<file path="src/rtl/steer_pwm_driver.sv">
// Turns the PID steering command into slew-limited left/right wheel duties and two glitch-free PWM outputs.
// Duty changes land only on the period wrap; a command watchdog ramps both wheels to stop when commands stop.
module steer_pwm_driver #(
    parameter int PWM_PERIOD     = 1000,
    parameter int BASE_DUTY      = 600,
    parameter int STEER_GAIN     = 60,
    parameter int CMD_LIMIT      = 5,
    parameter int SLEW_STEP      = 10,
    parameter int TIMEOUT_CYCLES = 5000000
) (
    input  logic        clk,
    input  logic        rst,
    input  logic [31:0] cmd,
    input  logic        cmd_valid,
    input  logic        enable,
    output logic        pwm_left,
    output logic        pwm_right,
    output logic [15:0] duty_left,
    output logic [15:0] duty_right,
    output logic        timeout
);

    typedef enum logic [1:0] {
        ST_IDLE,
        ST_RUN,
        ST_STALE
    } state_t;

    localparam logic [15:0] CNT_LAST = 16'(PWM_PERIOD - 1);
    localparam logic [31:0] WD_MAX   = 32'(TIMEOUT_CYCLES);
    localparam logic [31:0] WD_LAST  = 32'(TIMEOUT_CYCLES - 1);

    state_t             state;
    logic [31:0]        wd_cnt;
    logic [15:0]        pwm_cnt;
    logic signed [31:0] cmd_lat;
    logic signed [31:0] cmd_clamped;
    logic signed [31:0] raw_left;
    logic signed [31:0] raw_right;
    logic [15:0]        tgt_left;
    logic [15:0]        tgt_right;
    logic               wrap;
    logic               expire;

    function automatic logic [15:0] sat_duty(input logic signed [31:0] v);
        if (v < 0)
            return 16'd0;
        else if (v > PWM_PERIOD)
            return 16'(PWM_PERIOD);
        else
            return v[15:0];
    endfunction

    // Step at most SLEW_STEP toward the target, landing exactly on it when close.
    function automatic logic [15:0] slew(input logic [15:0] duty, input logic [15:0] tgt);
        logic signed [31:0] diff;
        diff = signed'({16'd0, tgt}) - signed'({16'd0, duty});
        if (diff > SLEW_STEP)
            return duty + 16'(SLEW_STEP);
        else if (diff < -SLEW_STEP)
            return duty - 16'(SLEW_STEP);
        else
            return tgt;
    endfunction

    always_comb begin
        cmd_clamped = signed'(cmd);
        if (signed'(cmd) > CMD_LIMIT)
            cmd_clamped = CMD_LIMIT;
        else if (signed'(cmd) < -CMD_LIMIT)
            cmd_clamped = -CMD_LIMIT;
    end

    assign raw_left  = BASE_DUTY + STEER_GAIN * cmd_lat;
    assign raw_right = BASE_DUTY - STEER_GAIN * cmd_lat;
    assign tgt_left  = (state == ST_RUN) ? sat_duty(raw_left)  : 16'd0;
    assign tgt_right = (state == ST_RUN) ? sat_duty(raw_right) : 16'd0;
    assign wrap      = (pwm_cnt == CNT_LAST);
    // A command on the expiry edge keeps the watchdog from tripping.
    assign expire    = !cmd_valid && (wd_cnt >= WD_LAST);

    always_ff @(posedge clk or posedge rst) begin
        if (rst) begin
            state   <= ST_IDLE;
            timeout <= 1'b0;
            wd_cnt  <= 32'd0;
        end else begin
            if (state == ST_IDLE || !enable || cmd_valid)
                wd_cnt <= 32'd0;
            else if (wd_cnt < WD_MAX)
                wd_cnt <= wd_cnt + 32'd1;

            case (state)
                ST_IDLE: begin
                    timeout <= 1'b0;
                    if (enable)
                        state <= ST_RUN;
                end
                ST_RUN: begin
                    if (!enable) begin
                        state   <= ST_IDLE;
                        timeout <= 1'b0;
                    end else if (expire) begin
                        state   <= ST_STALE;
                        timeout <= 1'b1;
                    end
                end
                ST_STALE: begin
                    if (!enable) begin
                        state   <= ST_IDLE;
                        timeout <= 1'b0;
                    end else if (cmd_valid) begin
                        state   <= ST_RUN;
                        timeout <= 1'b0;
                    end
                end
                default: begin
                    state   <= ST_IDLE;
                    timeout <= 1'b0;
                end
            endcase
        end
    end

    always_ff @(posedge clk or posedge rst) begin
        if (rst) begin
            cmd_lat    <= 32'sd0;
            pwm_cnt    <= 16'd0;
            duty_left  <= 16'd0;
            duty_right <= 16'd0;
            pwm_left   <= 1'b0;
            pwm_right  <= 1'b0;
        end else begin
            if (cmd_valid)
                cmd_lat <= cmd_clamped;

            pwm_cnt <= wrap ? 16'd0 : pwm_cnt + 16'd1;

            // Dropping enable zeroes the duties immediately rather than ramping.
            if (!enable || state == ST_IDLE) begin
                duty_left  <= 16'd0;
                duty_right <= 16'd0;
            end else if (wrap) begin
                duty_left  <= slew(duty_left, tgt_left);
                duty_right <= slew(duty_right, tgt_right);
            end

            pwm_left  <= (pwm_cnt < duty_left);
            pwm_right <= (pwm_cnt < duty_right);
        end
    end

endmodule

</file>
<file path="config.mk">
export PLATFORM = sky130hd
export DESIGN_NAME = steer_pwm_driver
export DESIGN_NICKNAME = d
export VERILOG_FILES = /design/src/rtl/steer_pwm_driver.sv
export SDC_FILE = /design/constraint.sdc
export NUM_CORES = 1
export LEC_CHECK = 0
export ABC_AREA = 1
export CAP_MARGIN = 20
export CORE_ASPECT_RATIO = 0.6
export CORE_MARGIN = 2
export CORE_UTILIZATION = 45
export CTS_CLUSTER_DIAMETER = 40
export CTS_CLUSTER_SIZE = 24
export DETAILED_ROUTE_END_ITERATION = 6
export HOLD_SLACK_MARGIN = 0.03
export PLACE_DENSITY = 0.61
export SYNTH_ARGS = -nofsm -noshare
export SYNTH_HDL_FRONTEND = slang
export SYNTH_SLANG_ARGS = --single-unit
</file>
<file path="constraint.sdc">
create_clock -name clk -period 8.8 [get_ports clk]
set_input_delay 1.76 -clock clk [delete_from_list [all_inputs] [get_ports clk]]
set_output_delay 1.76 -clock clk [all_outputs]
set_load 0.05 [all_outputs]
</file>
# Yosys cells after proc, flatten, opt, wreduce, memory -nomap -nowiden
# Index checks and enable logic that the tools add are counted.
# W data, S select, Z words.
# totals
out_inout_bits	35
ram_bits	0
memories	0
wordCells	80
romBits	0
latch_bits	0
reg_bits	117
# classes
magnitude_cmp	14
multipliers	1
n_reduce_logical	10
addsub	10
shift	0
muxes	30
n_bitwise	0
eq_ne	6
div	0
# op_table
operator	count
$mux W16	15
$mux W32	4
$gt A32 B11 Y1 const B	2
$lt A32 B1 Y1 const B	2
$gt A17 B5 Y1 const B	2
$lt A17 B5 Y1 const B	2
$sub A16 B16 Y17	2
$add A11 B32 Y32 const A	1
$add A16 B4 Y16 const B	2
$add A32 B1 Y32 const B	1
$ge A32 B23 Y1 const B	1
$gt A32 B4 Y1 const B	1
$lt A16 B16 Y1	2
$lt A32 B23 Y1 const B	1
$lt A32 B4 Y1 const B	1
$mul A5 B32 Y30 const A	1
$sub A11 B32 Y32 const A	1
$sub A16 B4 Y16 const B	2
$add A16 B1 Y16 const B	1
$eq A16 B10 Y1 const B	1
$mux W2	5
$ne A3 B3 Y1 const B	2
$pmux W2 S3	1
$mux W1	4
other kinds (11)	14

# Depth between registers and ports, before layout
# Gate-level depths: netlist (run 1).
# logic_depth
word_depth	12
mapped_depth	51
depth_no_buf	50

# Worst setup path before layout (run 1)
# OpenSTA, ideal clock, no wires.
# synth_path
kind	register to register
start	register cmd_lat[10]
end	register duty_right[10]
synth_period_minus_slack_ns	6.452
path_buffers	2
t_arrival_ns	6.320
setup_slack_ns	2.348
path_stages_with_launch	44
required_ns	8.668
setup_ns	0.132
path_cell_list	dfrtp_1 -> ha_1 -> fa_1 -> inv_1 -> fa_1 -> inv_1 -> ha_1 -> nand2_1 -> inv_2 -> nand2_1 -> nand2_1 -> a21oi_1 -> nand2_1 -> nand2_1 -> nand2_1 -> nor2_2 -> nand2_1 -> nor3_1 -> [8 not listed] -> nor2_2 -> ha_1 -> ha_1 -> nor2_1 -> o21ai_1 -> a21oi_1 -> o21ai_1 -> a21boi_0 -> o21ai_1 -> xor2_1 -> nor3b_1 -> nand3_1 -> nand3_1 -> inv_1 -> clkbuf_1 -> nand2_1 -> nand3_1 -> o21ai_0
# synth_between
elab_chain_cells	12
word_cells_on_any_way	14
cone_classes	add/sub (2); mul (1); order compare (4); mux (7)
# synth_lines
item	line	source
start: declaration	36	logic signed [31:0] cmd_lat;
start signal: assignment	135	cmd_lat <= cmd_clamped;
$mul A5 B32 Y30 (*)	75	assign raw_right = BASE_DUTY - STEER_GAIN * cmd_lat;
$sub A11 B32 Y32 (*)	75	
$gt A32 B11 Y1	48	else if (v > PWM_PERIOD)
$mux W16	48	
$mux W16 (*)	46	if (v < 0)
$mux W16 (*)	77	assign tgt_right = (state == ST_RUN) ? sat_duty(raw_right) : 16'd0;
$sub A16 B16 Y17	57	diff = signed'({16'd0, tgt}) - signed'({16'd0, duty});
$lt A17 B5 Y1	60	else if (diff < -SLEW_STEP)
$mux W16	60	
$mux W16 (*)	58	if (diff > SLEW_STEP)
$mux W16 (*)	143	end else if (wrap) begin
$mux W16 (*)	140	if (!enable || state == ST_IDLE) begin
end signal: assignment	145	duty_right <= slew(duty_right, tgt_right);
end: declaration	19	output logic [15:0] duty_right,
# Every way passes the cells marked *; elsewhere a longest branch is shown, timed or not. The select of a mux whose other input is x is not followed.
# A chain may end at the register's enable or synchronous reset.

# Worst setup path in the final report (run 1)
# layout_path
start	register cmd_lat[0]
end	register duty_right[6]
# Same word-level chain as after synthesis.

==> impl_metrics.json, run 1 <==
{
  "clk_path_buf_depth": 2,
  "finalHoldViolCount": 0,
  "critPathKind": "flop to flop",
  "relSlewSlack_pct": 44.1,
  "switchingPower_uw": 3640,
  "area_growth_pct": 12.7,
  "fmax_ghz": 0.123,
  "rsz0062_at_grt": "true",
  "synth-edff-count": 0,
  "dieArea_um2": 34400,
  "wl_per_cell_um": 16.3,
  "syn_inst": 2284,
  "cp.required_ns": 9.18,
  "fp.dieH_um": 145,
  "critical_path.most_common_cell": "nand2_1",
  "grt_max_degree": 63,
  "grt_pass1_vias": 13046,
  "cts_buffers": 17,
  "portBuffers": 68,
  "p_comb_share_pct": 78.3,
  "dieWidth_um": 238,
  "drc": 1,
  "drtIter0Drc": 1638,
  "drive_gt1_share_pct": 7.22,
  "vias": 14946,
  "clock-skew-final_ns": 0.0146,
  "totalWireLength_mm": 45.9,
  "num-nets-final": 2586,
  "diodes": 0,
  "cp-start-kind": "flop",
  "yosysTopAreaCell": "dfrtp_1",
  "cts_tree": "built",
  "grt_use_total_pct": 26.9,
  "fin_hold_ws_ns": 0.467,
  "critPathMaxStageDelay_ns": 0.55,
  "boundaryPins": 71,
  "synth_area_per_cell_um2": 6.48,
  "path_clk_slew_ns": 0.06,
  "detailed_place.area_um2": 16000,
  "viasPerCell": 5.32,
  "leakagePower_uw": 0.00855,
  "synth.area.top_cells": "dfrtp_1 19%, nand2_1 15%, ha_1 11%",
  "clk_latency_ns": 0.44,
  "htreeDepth": 4,
  "p_sw_share_pct": 61.2,
  "hold_class": "flop to flop",
  "postRouteAntennaNets": 0,
  "arrival_ns": 8.52,
  "p_int_uw": 2310,
  "clkPwrFrac_pct": 12.4,
  "cts_hold_buf": 0,
  "tightest_slew_ns": 0.837,
  "fin_area_um2": 16700,
  "netlist.area_leader.share_pct": 19.1,
  "violations": "design-rule violations",
  "finalCritPeriodShare_pct": 92.6,
  "core.rowCount": 51,
  "yosys_warnings": 0,
  "end_kind": "flop",
  "ir_drop_mv": 0.177,
  "fillers": 3220,
  "cellPowerDensity_nw_per_um2": 357,
  "root_buffer": "clkbuf_16",
  "period_minus_slack_ns": 8.15,
  "synthFlopType": "dfrtp_1",
  "maxCapViolations": 0,
  "synthArstFlopShare_pct": 100,
  "gp_congestion": 0.953,
  "synth.distinct_cells": 55,
  "crit_slowest_cell": "ha_1",
  "tns_ns": 0,
  "start_util_pct": 45.7,
  "synth-seq-cells": 113,
  "grt.overflow.total": 0,
  "dp.final_hpwl_mm": 38.2,
  "critPathMaxFanout": 13,
  "syn-cell-area_um2": 14800,
  "status": "finished with violations",
  "coreArea_um2": 32400,
  "setup-violations-final": 0,
  "seqPwrFrac_pct": 9.3,
  "first_pass_iters": 7,
  "antenna_found_initial": 0,
  "grt_pass1_wl_mm": 71.9,
  "maxSlewViolCount": 0,
  "ys_seq_area_share_pct": 19.1,
  "cts.sinks": 113
}
## state kept, by name, indices dropped and copies added, names as in the netlist
register,count
duty_left,15
pwm_right,1
cmd_lat,30
timeout,1
pwm_left,1
pwm_cnt,16
wd_cnt,32
state,2
duty_right,15
## power by group through the flow
stage	clock, µW	sequential [µW]	combinational (µW)
2_1_floorplan	0	561	3320
3_3_place_gp	0	565	4470
3_5_place_dp	0	566	4470
4_1_cts	748	556	4490
5_1_grt	773	559	5170
6_report	735	556	4660
## Yosys cell counts, types with 21 or more instances
| cell type | number |
|---|---|
| dfrtp_1 | 113 |
| nand2_2 | 35 |
| nor2_1 | 171 |
| a21oi_1 | 110 |
| fa_1 | 54 |
| inv_1 | 395 |
| o21ai_0 | 96 |
| nor4_1 | 21 |
| nand3_1 | 172 |
| nor2_2 | 22 |
| ha_1 | 126 |
| inv_2 | 26 |
| nor3_1 | 51 |
| xor2_1 | 78 |
| nand2_1 | 591 |
| nand4_1 | 72 |
## final timing paths
path                            startpoint             to  slack (ns)  cells after the start
worst max-delay path            cmd_lat[0]  duty_right[6]        0.65                     41
worst min-delay path            pwm_cnt[0]     pwm_cnt[0]        0.47                      1
worst max register to register  cmd_lat[0]  duty_right[6]        0.65                     41
worst min register to register  pwm_cnt[0]     pwm_cnt[0]        0.47                      1
max in group asynchronous              rst  duty_right[2]        5.74                      3
min in group asynchronous              rst     wd_cnt[13]        1.76                      2
## worst max-delay path, delay by kind of cell, from the launching register on
family | cells | cell delay (ns)
and+or+nand+nor | 21 | 2.82
DFF | 1 | 0.53
AOI/OAI and AO/OA | 6 | 0.84
adders and majority gates | 6 | 2.26
buffers and inverters | 6 | 1.08
xor gates and xnor gates | 2 | 0.55
## per-layer routing
layer | vias to the layer above | share of wire, % | global-route usage [%]
li1 | 7490 | - | -
met1 | 6786 | 54 | 45.0
met2 | 638 | 34 | 32.5
met3 | 32 | 11 | 7.48
met4 | 0 | 0.83 | 4.38
met5 | - | 0 | 0
## per-stage QoR
step           power (µW)  std cells  setup WS [ns]  utilization (%)
4_1_cts              5800       2804          0.595             51.3
3_3_place_gp         5040       2772          0.608             49.4
3_5_place_dp         5040       2772          0.609             49.4
6_report             5950       2807          0.652             51.5
2_1_floorplan        3880       2297           2.35                -
5_1_grt              6500       2807        -0.0266             51.5
## cell families (layout without fill, tap and decap cells)
kind of cell    after synthesis  in the layout  share of synthesized area (%)
compound gates              272            272                           10.2
xor+xnor                     89             89                           5.26
fa+ha+maj                   180            180                           17.9
buf+inv                     452            538                           11.6
flops                       113            113                           19.1
other cells                   1             14                         0.0253
simple gates               1177           1177                           35.9
## final cells by class
| class | instances | area [µm²] | area share, % |
|---|---|---|---|
| Clock buffer | 17 | 425 | 2.55 |
| Clock inverter | 15 | 185 | 1.11 |
| Inverter | 425 | 1610 | 9.62 |
| Multi-Input combinational cell | 1732 | 10300 | 61.9 |
| Sequential cell | 113 | 2830 | 16.9 |
| Tap cell | 424 | 531 | 3.18 |
| Timing Repair Buffer | 81 | 778 | 4.66 |
## placed cells by master (no fill, tap or decap), types with 5 or more instances in the layout
cell | netlist | routed
o21ai_1 | 11 | 11
xnor2_1 | 11 | 11
nand2_1 | 591 | 590
o211ai_1 | 5 | 5
nand2_2 | 35 | 36
o21a_1 | 6 | 6
clkbuf_16 | 0 | 17
dfrtp_1 | 113 | 113
or2_2 | 7 | 7
a21oi_1 | 110 | 110
inv_2 | 26 | 26
clkdlybuf4s50_1 | 0 | 68
fa_1 | 54 | 54
nor2_2 | 22 | 22
nor2_4 | 13 | 13
inv_8 | 0 | 5
o21ai_0 | 96 | 96
nor2_1 | 171 | 171
xor2_1 | 78 | 77
conb_1 | 1 | 14
nand3_2 | 9 | 10
nand3_1 | 172 | 171
a31oi_1 | 6 | 6
inv_1 | 395 | 392
ha_1 | 126 | 126
nand4_1 | 72 | 72
nor4_1 | 21 | 21
buf_4 | 4 | 13
nor3_1 | 51 | 51
## timing repair
action	4_1_cts	5_1_grt
buffers inserted	0	3
gates resized for setup	0	6
endpoints found under the setup margin	0	13
Power figures use the tool's default switching activity.
==> run 2, diff against run 1 <==
Settings changed: REMOVE_ABC_BUFFERS set to 1.
==> run 2 against run 1 <==
Compared with the run above: the flow still finishes with violations (design-rule violations); critical path type unchanged; largest power group unchanged; flip-flop and latch count unchanged; clock power down 1%; largest cell class unchanged; setup slack worse by 0.0046 ns.
==> impl_metrics.json, run 2 (synthesis results as in run 1) <==
{
  "mostFrequentLayoutCell": "nand2_1",
  "rsz0062_at_grt": "false",
  "cts.sinks": 113,
  "setup-violations-final": 0,
  "busiest_layer": "met1",
  "fp.dieH_um": 145,
  "ff_latch_area_um2": 2830,
  "grt_pass1_wl_mm": 72.5,
  "crit_start": "cmd_lat[0]",
  "tns_ns": 0,
  "rr_endpoint": "duty_right[6]",
  "core.rowCount": 51,
  "grt_max_degree": 63,
  "largestRegisters": "wd_cnt: 32 flops, cmd_lat: 30 flops, pwm_cnt: 16 flops",
  "root_buffer": "clkbuf_16",
  "ir_drop_mv": 0.190,
  "coreArea_um2": 32400,
  "finalCritPeriodShare_pct": 92.6,
  "violations": "design-rule violations",
  "totalWireLength_mm": 45.4,
  "path_clk_slew_ns": 0.07,
  "fin_cells": 2803,
  "cts_tree": "built",
  "dieWidth_um": 238,
  "vias": 14918,
  "hold_class": "flop to flop",
  "diodes": 0,
  "maxSlewViolCount": 0,
  "area_growth_pct": 12.4,
  "arrival_ns": 8.48,
  "period_minus_slack_ns": 8.15,
  "antenna_found_initial": 0,
  "cts_hold_buf": 0,
  "mostFrequentLayoutCells": "589 x nand2_1, 393 x inv_1, 172 x nand3_1, 171 x nor2_1, 125 x ha_1",
  "num-nets-final": 2582,
  "dieArea_um2": 34400,
  "switchingPower_uw": 3570,
  "boundaryPins": 71,
  "fmax_ghz": 0.123,
  "finalHoldViolCount": 0,
  "p_comb_share_pct": 78.0,
  "fillers": 3247,
  "clk_latency_ns": 0.45,
  "gp_congestion": 0.933,
  "postRouteAntennaNets": 0,
  "largest_register_ffs": 32,
  "critPathMaxFanout": 16,
  "dp.final_hpwl_mm": 37.1,
  "p_int_uw": 2270,
  "critical_path.most_common_cell": "nand2_1",
  "htreeDepth": 4,
  "end_kind": "flop",
  "grt_pass1_vias": 13360,
  "met3_usage_pct": 7.56,
  "rr_worst_depth": 44,
  "maxCapViolations": 0,
  "critPathKind": "flop to flop",
  "start_util_pct": 45.7,
  "drc": 21,
  "clock-skew-final_ns": 0.0120,
  "critical_path.endpoint": "duty_right[6]",
  "drive_gt1_share_pct": 7.06,
  "cp.required_ns": 9.13,
  "grtUsageMet1_pct": 44.0,
  "grt.overflow.total": 0,
  "timing.rr.start": "cmd_lat[0]",
  "portBuffers": 68,
  "cts_buffers": 17,
  "clk_path_buf_depth": 2,
  "drtIter0Drc": 1726,
  "cp-start-kind": "flop",
  "p_sw_share_pct": 61.1,
  "crit_slowest_cell": "dfrtp_1",
  "tightest_slew_ns": 0.949,
  "cellPowerDensity_nw_per_um2": 351,
  "grt_use_total_pct": 27.1,
  "critPathMaxStageDelay_ns": 0.53,
  "multiInputGateArea_um2": 10300,
  "seqPwrFrac_pct": 9.5,
  "viasPerCell": 5.32,
  "status": "finished with violations",
  "placed_cells": 2770,
  "use_met2_pct": 34.3,
  "largest-register": "wd_cnt",
  "leakagePower_uw": 0.00852,
  "relSlewSlack_pct": 36.8,
  "clkPwrFrac_pct": 12.4,
  "wl_per_cell_um": 16.2,
  "first_pass_iters": 7,
  "r2r_setup_slack_ns": 0.65
}
[run 2: what timing repair did]
action,in CTS,in global routing
resized for setup,0,7
setup buffers,0,1
endpoints found under the setup margin,0,29
[run 2: critical path, delay by kind of cell (launching register included)]
kind	cells	cell delay [ns]
buffers and inverters	8	1.16
and+or+nand+nor	29	3.97
AOI/OAI and AO/OA	2	0.40
adders and majority gates	5	1.99
DFF	1	0.53
[run 2: layout make-up]
| cell class | count | share of cell area, % |
|---|---|---|
| inverter | 425 | 9.62 |
| tap | 424 | 3.19 |
| multi-input combinational | 1732 | 62.1 |
| sequential | 113 | 17.0 |
| clock inverter | 15 | 0.962 |
| timing repair buffer | 77 | 4.57 |
| clock buffer | 17 | 2.56 |
[run 2: metrics by stage]
| step | util (%) | total power (µW) | hold slack (ns) | setup WS (ns) | cell area [µm²] |
|---|---|---|---|---|---|
| 5_1_grt | 51.3 | 6390 | 0.493 | 0.00582 | 16600 |
| 4_1_cts | 51.2 | 5720 | 0.473 | 0.575 | 16600 |
| 6_report | 51.3 | 5840 | 0.473 | 0.647 | 16600 |
| 3_5_place_dp | 49.4 | 4960 | 0.464 | 0.601 | 16000 |
| 2_1_floorplan | - | 3870 | 0.433 | 2.23 | 14700 |
| 3_3_place_gp | 49.4 | 4980 | 0.451 | 0.631 | 16000 |
[run 2: power by group through the flow]
| stage | sequential (µW) | combinational [µW] | clock, µW |
|---|---|---|---|
| 6_report | 556 | 4560 | 726 |
| 5_1_grt | 560 | 5070 | 763 |
| 2_1_floorplan | 561 | 3310 | 0 |
| 3_3_place_gp | 565 | 4410 | 0 |
| 4_1_cts | 556 | 4420 | 741 |
| 3_5_place_dp | 566 | 4400 | 0 |
[run 2: per-layer routing]
metal / share of wire [%] / up-vias
met4: 0.89 / 0
met2: 35 / 567
li1: - / 7503
met3: 11 / 42
met1: 53 / 6806
met5: 0 / -
[run 2: worst min path at each step]
stage          startpoint    endpoint  slack, ns  cells past startpoint
2_1_floorplan  pwm_cnt[0]  pwm_cnt[0]       0.43                      1
3_3_place_gp   pwm_cnt[0]  pwm_cnt[0]       0.45                      1
3_5_place_dp   pwm_cnt[0]  pwm_cnt[0]       0.46                      1
4_1_cts        pwm_cnt[0]  pwm_cnt[0]       0.47                      1
5_1_grt        pwm_cnt[0]  pwm_cnt[0]       0.49                      1
6_report       pwm_cnt[0]  pwm_cnt[0]       0.47                      1
==> run 3, diff against run 2 <==
Settings changed: CORE_MARGIN 2 to unset, REMOVE_ABC_BUFFERS 1 to unset.
==> run 3 against run 2 <==
Compared with the run above: the run now ends clean; critical path depth down 3; register-to-register slack improved by 0.09 ns; utilization decreased by 0.18 points; largest cell class unchanged; total power shrank 0.37%; fmax grew 1.1%; clock power shrank 2%; first-iteration DRC count decreased by 18%; critical path type unchanged; highest routed layer is now met5.
==> impl_metrics.json, run 3 (synthesis results as in run 1) <==
{
  "cts.sinks": 113,
  "p_int_uw": 2260,
  "rsz0062_at_grt": "false",
  "cts_tree": "built",
  "postRouteAntennaNets": 0,
  "finalHoldViolCount": 0,
  "htreeDepth": 4,
  "area_growth_pct": 12.0,
  "fillers": 3297,
  "fin_area_um2": 16600,
  "portBuffers": 68,
  "cts_hold_buf": 0,
  "critPathMaxStageDelay_ns": 0.56,
  "critPathMaxFanout": 16,
  "num-nets-final": 2581,
  "largestRegisters": "wd_cnt: 32 flops, cmd_lat: 30 flops, pwm_cnt: 16 flops",
  "arrival_ns": 8.38,
  "cts_buffers": 17,
  "core.rowCount": 51,
  "boundaryPins": 71,
  "grt_max_degree": 74,
  "mostFrequentLayoutCells": "590 x nand2_1, 394 x inv_1, 172 x nand3_1, 171 x nor2_1, 126 x ha_1",
  "grt_pass1_wl_mm": 73.7,
  "clkPwrFrac_pct": 12.3,
  "p_sw_share_pct": 61.2,
  "maxCapViolations": 0,
  "start_util_pct": 45.7,
  "clock-skew-final_ns": 0.0231,
  "fmax_ghz": 0.124,
  "multiInputGateArea_um2": 10300,
  "relSlewSlack_pct": 29.4,
  "ff_latch_area_um2": 2830,
  "hold_class": "flop to flop",
  "period_minus_slack_ns": 8.06,
  "grt_pass1_vias": 13593,
  "clk_latency_ns": 0.46,
  "maxSlewViolCount": 0,
  "post-route-util_pct": 51.2,
  "dp.final_hpwl_mm": 37.6,
  "crit_slowest_cell": "ha_1",
  "tns_ns": 0,
  "dieWidth_um": 236,
  "antenna_found_initial": 1,
  "vias": 14952,
  "cellPowerDensity_nw_per_um2": 351,
  "end_kind": "flop",
  "switchingPower_uw": 3560,
  "grt.overflow.total": 0,
  "drc": 0,
  "ir_drop_mv": 0.220,
  "p_comb_share_pct": 78.1,
  "largest_register_ffs": 32,
  "critPathKind": "flop to flop",
  "wl_per_cell_um": 16.5,
  "gp_congestion": 0.955,
  "diodes": 0,
  "viasPerCell": 5.34,
  "leakagePower_uw": 0.00850,
  "coreArea_um2": 32400,
  "mostFrequentLayoutCell": "nand2_1",
  "status": "complete, no violations",
  "clk_path_buf_depth": 2,
  "cp-start-kind": "flop",
  "first_pass_iters": 7,
  "setup-violations-final": 0,
  "critical_path.most_common_cell": "nand2_1",
  "finalCritPeriodShare_pct": 91.6,
  "totalWireLength_mm": 46.2,
  "grt_use_total_pct": 28.0,
  "drive_gt1_share_pct": 6.85,
  "detailed_place.area_um2": 16000,
  "fp.dieH_um": 143,
  "path_clk_slew_ns": 0.07,
  "tightest_slew_ns": 1.06,
  "root_buffer": "clkbuf_16",
  "post_cts_buffers": 0,
  "largest-register": "wd_cnt",
  "drtIter0Drc": 1421,
  "seqPwrFrac_pct": 9.6,
  "cp.required_ns": 9.11,
  "dieArea_um2": 33700
}
[run 3: final timing paths]
| check | startpoint | end | slack [ns] | cells past startpoint |
|---|---|---|---|---|
| max | cmd_lat[0] | duty_right[1] | 0.74 | 41 |
| min | pwm_cnt[0] | pwm_cnt[0] | 0.47 | 1 |
| min in group asynchronous | rst | wd_cnt[7] | 1.89 | 2 |
| min reg2reg | pwm_cnt[0] | pwm_cnt[0] | 0.47 | 1 |
| max reg2reg | cmd_lat[0] | duty_right[1] | 0.74 | 41 |
| max in group asynchronous | rst | duty_left[14] | 5.71 | 3 |
[run 3: per-stage QoR]
stage | instances | hold slack (ns) | setup slack, ns | power (µW)
2_1_floorplan | 2297 | 0.433 | 2.35 | 3880
3_3_place_gp | 2770 | 0.452 | 0.831 | 4960
3_5_place_dp | 2770 | 0.459 | 0.838 | 4960
4_1_cts | 2802 | 0.468 | 0.811 | 5700
5_1_grt | 2802 | 0.493 | 0.00127 | 6350
6_report | 2802 | 0.468 | 0.736 | 5820
[run 3: metal layers]
metal | part of all wire (%) | up-vias | track usage [%]
met1 | 53 | 6847 | 45.4
li1 | - | 7487 | -
met4 | 0.77 | 2 | 4.68
met3 | 11 | 34 | 8.61
met2 | 35 | 582 | 34.8
met5 | 0.022 | - | 0
[run 3: power by group through the flow]
| stage | combinational (µW) | clock, µW | sequential [µW] |
|---|---|---|---|
| after global placement | 4390 | 0 | 565 |
| after detailed placement | 4390 | 0 | 566 |
| after CTS | 4410 | 731 | 556 |
| after floorplan | 3320 | 0 | 561 |
| after global routing | 5050 | 749 | 559 |
| final | 4550 | 715 | 557 |
[run 3: area by class of cell]
| cell class | instances | share of cell area (%) |
|---|---|---|
| multi-input combinational | 1732 | 62.2 |
| sequential | 113 | 17.0 |
| inverter | 425 | 9.63 |
| timing repair buffer | 76 | 4.47 |
| tap | 424 | 3.20 |
| clock buffer | 17 | 2.56 |
| clock inverter | 15 | 0.905 |
[run 3: worst max-delay path: cells and delay by family, from the launching register on]
family | cells | cell delay, ns
fa+ha+maj | 5 | 2.06
flops | 1 | 0.49
compound gates | 2 | 0.52
simple gates | 27 | 3.84
buf+inv | 7 | 1.04
[run 3: repair_timing]
item | 4_1_cts | 5_1_grt
endpoints found under the setup margin | 0 | 7
gates resized for setup | 0 | 1
endpoints found under the hold margin | 0 | 0
==> edit 1 (config.mk and constraints of run 3) <==
The output `pwm_right` loses its register stage (`pwm_right` becomes a continuous assignment).
--- a/src/rtl/steer_pwm_driver.sv
+++ b/src/rtl/steer_pwm_driver.sv
@@ -129,7 +129,6 @@
             duty_left  <= 16'd0;
             duty_right <= 16'd0;
             pwm_left   <= 1'b0;
-            pwm_right  <= 1'b0;
         end else begin
             if (cmd_valid)
                 cmd_lat <= cmd_clamped;
@@ -146,9 +145,10 @@
             end
 
             pwm_left  <= (pwm_cnt < duty_left);
-            pwm_right <= (pwm_cnt < duty_right);
         end
     end
 
+    assign pwm_right = (pwm_cnt < duty_right);
+
 endmodule
 
Check against the original RTL: same outputs for any inputs over 10 cycles, from zero or initial values and one cycle with rst high; that may be too few to reach the edited logic, so the function may still have changed.
==> edit 1 against run 3 <==
- critical endpoint is now duty_right[2]
- non-clock buffer count is 2 lower
- cell count is 0.96% lower
- synthesized area shrank 0.17%
- critical path type unchanged
- largest cell class unchanged
- fmax down 0.61%
- final area is 1.8% lower
- power down 4.2%
- first-iteration DRC count down 8.8%
- routed wire length decreased by 1.3%
- worst setup slack worse by 0.050 ns
- sequential cell count decreased by 1
==> edit 1: results (changes against run 3) <==
The endpoint identified for the worst register-to-register timing path is duty_right[2]. The number of buffers inserted during clock tree synthesis is 9 (-8). The leakage component of the power came to 8.35 nW (-1.7%). The worst-case register-to-register setup slack came out at 0.69 ns (-0.05 ns). The total iterations of the first detailed-routing run came out at 5 (-2).

The first-pass GRT wire length is 72.1 mm (-2.1%). The number of global-route vias before repair came out at 13,200 (-2.9%). The largest driver fanout on the critical path came out at 21 (+5). The sequential fraction of the synthesis area came out at 19.0% (-0.14 points). The worst reg2reg path depth is 42 (+2.4%). In the post-synthesis netlist, the biggest area contributors are dfrtp_1, nand2_1, ha_1. The maximum number of pins on one net before global-route repair came out at 63 (-15%).

The placement-stage cell area came out at 0.0160 mm2 (-0.31%). The count of vias placed by the detailed router was 14,900 (-0.51%). The global router's overall resource usage is 27.5% (-0.51 points). The area share of fa/ha/maj cells after synthesis came out at 18.0% (+0.030 points). The starting DRC count in detailed routing came out at 1,296 (-8.8%).

The H-tree depth came to 3 (-1). The average wire per standard cell came out at 16.4 um (-0.34%). The final net count was 2,570 (-0.43%). The flow ran to the end, and the final reports show no timing, DRC or antenna violations.

The clock input transition at the sequential cells of the worst setup and hold paths is 0.09 ns (+0.02 ns). The count of filler cells inserted in the layout came to 3,250 (-1.4%). The worst-case headroom to the max-slew limit came out at 28.9% (-0.45 points). The half-perimeter wire length after detailed placement is 37.9 mm (+0.88%). The clock latency on the worst-skew pair came out at 0.40 ns (-0.06 ns).

The highest ir drop seen on vdd is 0.135 mV (-39%). The xor and xnor fraction of the mapped netlist area came out at 5.27% (+0.0089 points). The fraction of layout instances using a drive strength above 1 is 6.15% (-0.71 points).
[edit 1: report_power, final]
| part | total, mW | switching [mW] | internal, mW |
|---|---|---|---|
| Sequential | 0.551 | 0.0231 | 0.528 |
| Clock | 0.457 | 0.249 | 0.208 |
| Combinational | 4.57 | 3.23 | 1.34 |
| Total | 5.57 | 3.50 | 2.07 |
[edit 1: per-stage QoR]
step                worst slack [ns]  cells  power (mW)  hold WS [ns]
global route                  0.0578   2775        6.13         0.515
floorplan                       2.35   2296        3.88         0.433
global placement               0.803   2759        4.97         0.451
CTS                            0.668   2775        5.48         0.468
finish                         0.686   2775        5.57         0.466
detailed placement             0.696   2759        5.00         0.456
[edit 1: layer usage]
metal | GRT usage [%] | routed length (um) | vias up
met5 | 0 | 0 | -
met4 | 4.27 | 473 | 0
met3 | 7.43 | 4580 | 36
met2 | 35.1 | 16200 | 571
met1 | 44.5 | 24300 | 6813
li1 | - | - | 7455
[edit 1: logic make-up after synthesis]
kind of cell | Yosys count
buffers and inverters | 452
AO/OA/AOI/OAI | 272
flip-flops | 112
XOR/XNOR | 89
adder cells (fa/ha/maj) | 180
AND/OR/NAND/NOR | 1177
other | 1
[edit 1: area by class of cell]
cell class                      instances  area (um2)  share of cell area, %
Multi-Input combinational cell       1732       10300                   63.4
Timing Repair Buffer                   74         726                   4.46
Clock inverter                          7        95.1                  0.584
Inverter                              425        1600                   9.81
Sequential cell                       112        2800                   17.2
Tap cell                              416         520                   3.20
Clock buffer                            9         225                   1.38
[edit 1: worst register-to-register path: cells and delay by family, from the launching register on]
family / cells / cell delay, ns
AND/OR/NAND/NOR: 25 / 3.62
flip-flops: 1 / 0.51
AO/OA/AOI/OAI: 3 / 0.34
buffers and inverters: 8 / 1.09
XOR/XNOR: 1 / 0.26
adder cells (fa/ha/maj): 5 / 2.15
==> edit 2 (flow settings as in run 3) <==
Without the edit above. Set the parameter `SLEW_STEP` to 5 (it was 10).
--- a/src/rtl/steer_pwm_driver.sv
+++ b/src/rtl/steer_pwm_driver.sv
@@ -5,7 +5,7 @@
     parameter int BASE_DUTY      = 600,
     parameter int STEER_GAIN     = 60,
     parameter int CMD_LIMIT      = 5,
-    parameter int SLEW_STEP      = 10,
+    parameter int SLEW_STEP      = 5,
     parameter int TIMEOUT_CYCLES = 5000000
 ) (
     input  logic        clk,
Check against the original RTL: same outputs for any inputs over 10 cycles, from zero or initial values and one cycle with rst high; that may be too few to reach the edited logic, so the function may still have changed.
==> edit 2 against run 3 <==
- clock power is 2% higher
- fmax is 1.2% lower
- global-route usage is 0.11 points lower
- hold slack improved by 0.024 ns
- routed wire length down 3.5%
- worst setup slack got worse by 0.097 ns
- sequential cell count increased by 2
- synthesized area fell by 1.6%
- largest power group unchanged
- cell count decreased by 1.4%
- final area decreased by 1.0%
- power shrank 7.2%
- non-clock buffer count up 4
==> edit 2: results (changes against run 3) <==
The worst hold path begins at wd_cnt[25]. The flow ran to the end, and the final reports show no timing, DRC or antenna violations. The total iterations of the first detailed-routing run is 6 (-1). The detailed-route wire length on metal 1 came out at 23.4 mm (-4.5%). The cell with the largest stage delay on the worst path is dfrtp_1.

The post-place setup slack is 0.437 ns (-0.400 ns). The sequential fraction of the synthesis area is 19.7% (+0.66 points). The count of input and output buffers is 70 (+2.9%). The clock skew after layout came to 0.0168 ns (-0.00632 ns). The worst reg2reg path depth came out at 45 (+9.8%). The leakage component of the power came to 8.59 nW (+1.1%). The count of unique library cells instantiated by Yosys is 60 (+9.1%). The wire length on met2 is 16.3 mm (+0.43%). The number of non-filler instances in the completed layout is 2,764 (-1.4%). The post-route worst setup slack is 0.638 ns (-0.0974 ns).

The highest ir drop seen on vdd is 0.154 mV (-30%). The capture endpoint of the worst hold path is wd_cnt[25]. Sorting the synthesized cells by area gives the leading types as dfrtp_1, nand2_1, ha_1.

The number of global-route vias before repair is 13,500 (-0.41%). The half-perimeter wire length after detailed placement is 36.4 mm (-3.1%). The largest driver fanout on the critical path was 8 (-8).

The initial antenna violation count is 0 (-1). The cell count after placement came out at 2,731 (-1.4%). In the final layout, the registers with the most flip-flops are wd_cnt: 32 flops, cmd_lat: 30 flops.

The placement-stage cell area is 0.0158 mm2 (-1.4%). The final net count is 2,543 (-1.5%). The fraction of layout instances using a drive strength above 1 came out at 5.07% (-1.8 points). The global routing met1 resource utilization is 44.9% (-0.50 points). The global routing met3 resource utilization is 7.86% (-0.75 points). The placer congestion estimate is 0.980 (+2.6%). The routed via count divided by cell count is 5.29 (-0.84%). The wire length on met3 was 4.45 mm (-11%). The transition time of the tightest slew-check pin came out at 0.963 ns (-0.0938 ns).

The average wire per standard cell is 16.1 um (-2.2%). The starting DRC count in detailed routing is 1,404 (-1.2%). In this run the top signal layer used is met4. The clock latency on the worst-skew pair came out at 0.44 ns (-0.02 ns). The capture point of the worst reg-to-reg path is duty_right[8]. The hold-critical path depth came out at 2 (+1). The first-pass GRT wire length was 72.0 mm (-2.2%).
## edit 2: how the worst max path moves through the flow
| stage | start | end | depth (start not counted) |
|---|---|---|---|
| 2_1_floorplan | cmd_lat[0] | duty_right[9] | 41 |
| 3_3_place_gp | cmd_lat[0] | duty_left[13] | 40 |
| 3_5_place_dp | cmd_lat[0] | duty_left[11] | 40 |
| 4_1_cts | cmd_lat[0] | duty_left[11] | 40 |
| 5_1_grt | cmd_lat[0] | duty_left[11] | 40 |
| 6_report | cmd_lat[0] | duty_right[8] | 45 |
## edit 2: power by group
group / internal [mW] / total, mW / leakage (nW) / switching [mW]
Sequential: 0.543 / 0.565 / 1.53 / 0.0219
Combinational: 1.22 / 4.10 / 6.77 / 2.88
Clock: 0.448 / 0.731 / 0.292 / 0.282
Total: 2.21 / 5.40 / 8.59 / 3.18
## edit 2: logic make-up (layout without fill, tap and decap cells)
family                     count (synthesis)  after routing  share of synthesized area (%)
buffers and inverters                    451            532                           11.8
DFF                                      115            115                           19.7
xor gates and xnor gates                  87             87                           5.28
other                                      1             12                         0.0257
and+or+nand+nor                         1179           1179                           35.8
AOI/OAI and AO/OA                        251            251                           9.93
adders and majority gates                172            172                           17.4
## edit 2: layout make-up
cell class              count  area (um2)
clock buffers              18         429
inverters                 420        1580
well taps                 416         520
fillers                  3170       15100
multi-input cells        1701       10100
repair buffers             80         776
flip-flops and latches    115        2880
clock inverters            14         176
## edit 2: worst reg2reg max path, delay by kind of cell (launching register included)
family,cells,cell delay (ns)
compound gates,4,0.69
buf+inv,5,0.79
fa+ha+maj,5,2.07
xor+xnor,1,0.17
simple gates,30,3.81
flops,1,0.54
## edit 2: repair_timing
item	in CTS	in global routing
endpoints found under the setup margin	0	30
hold buffers	0	0
resized for setup	0	5
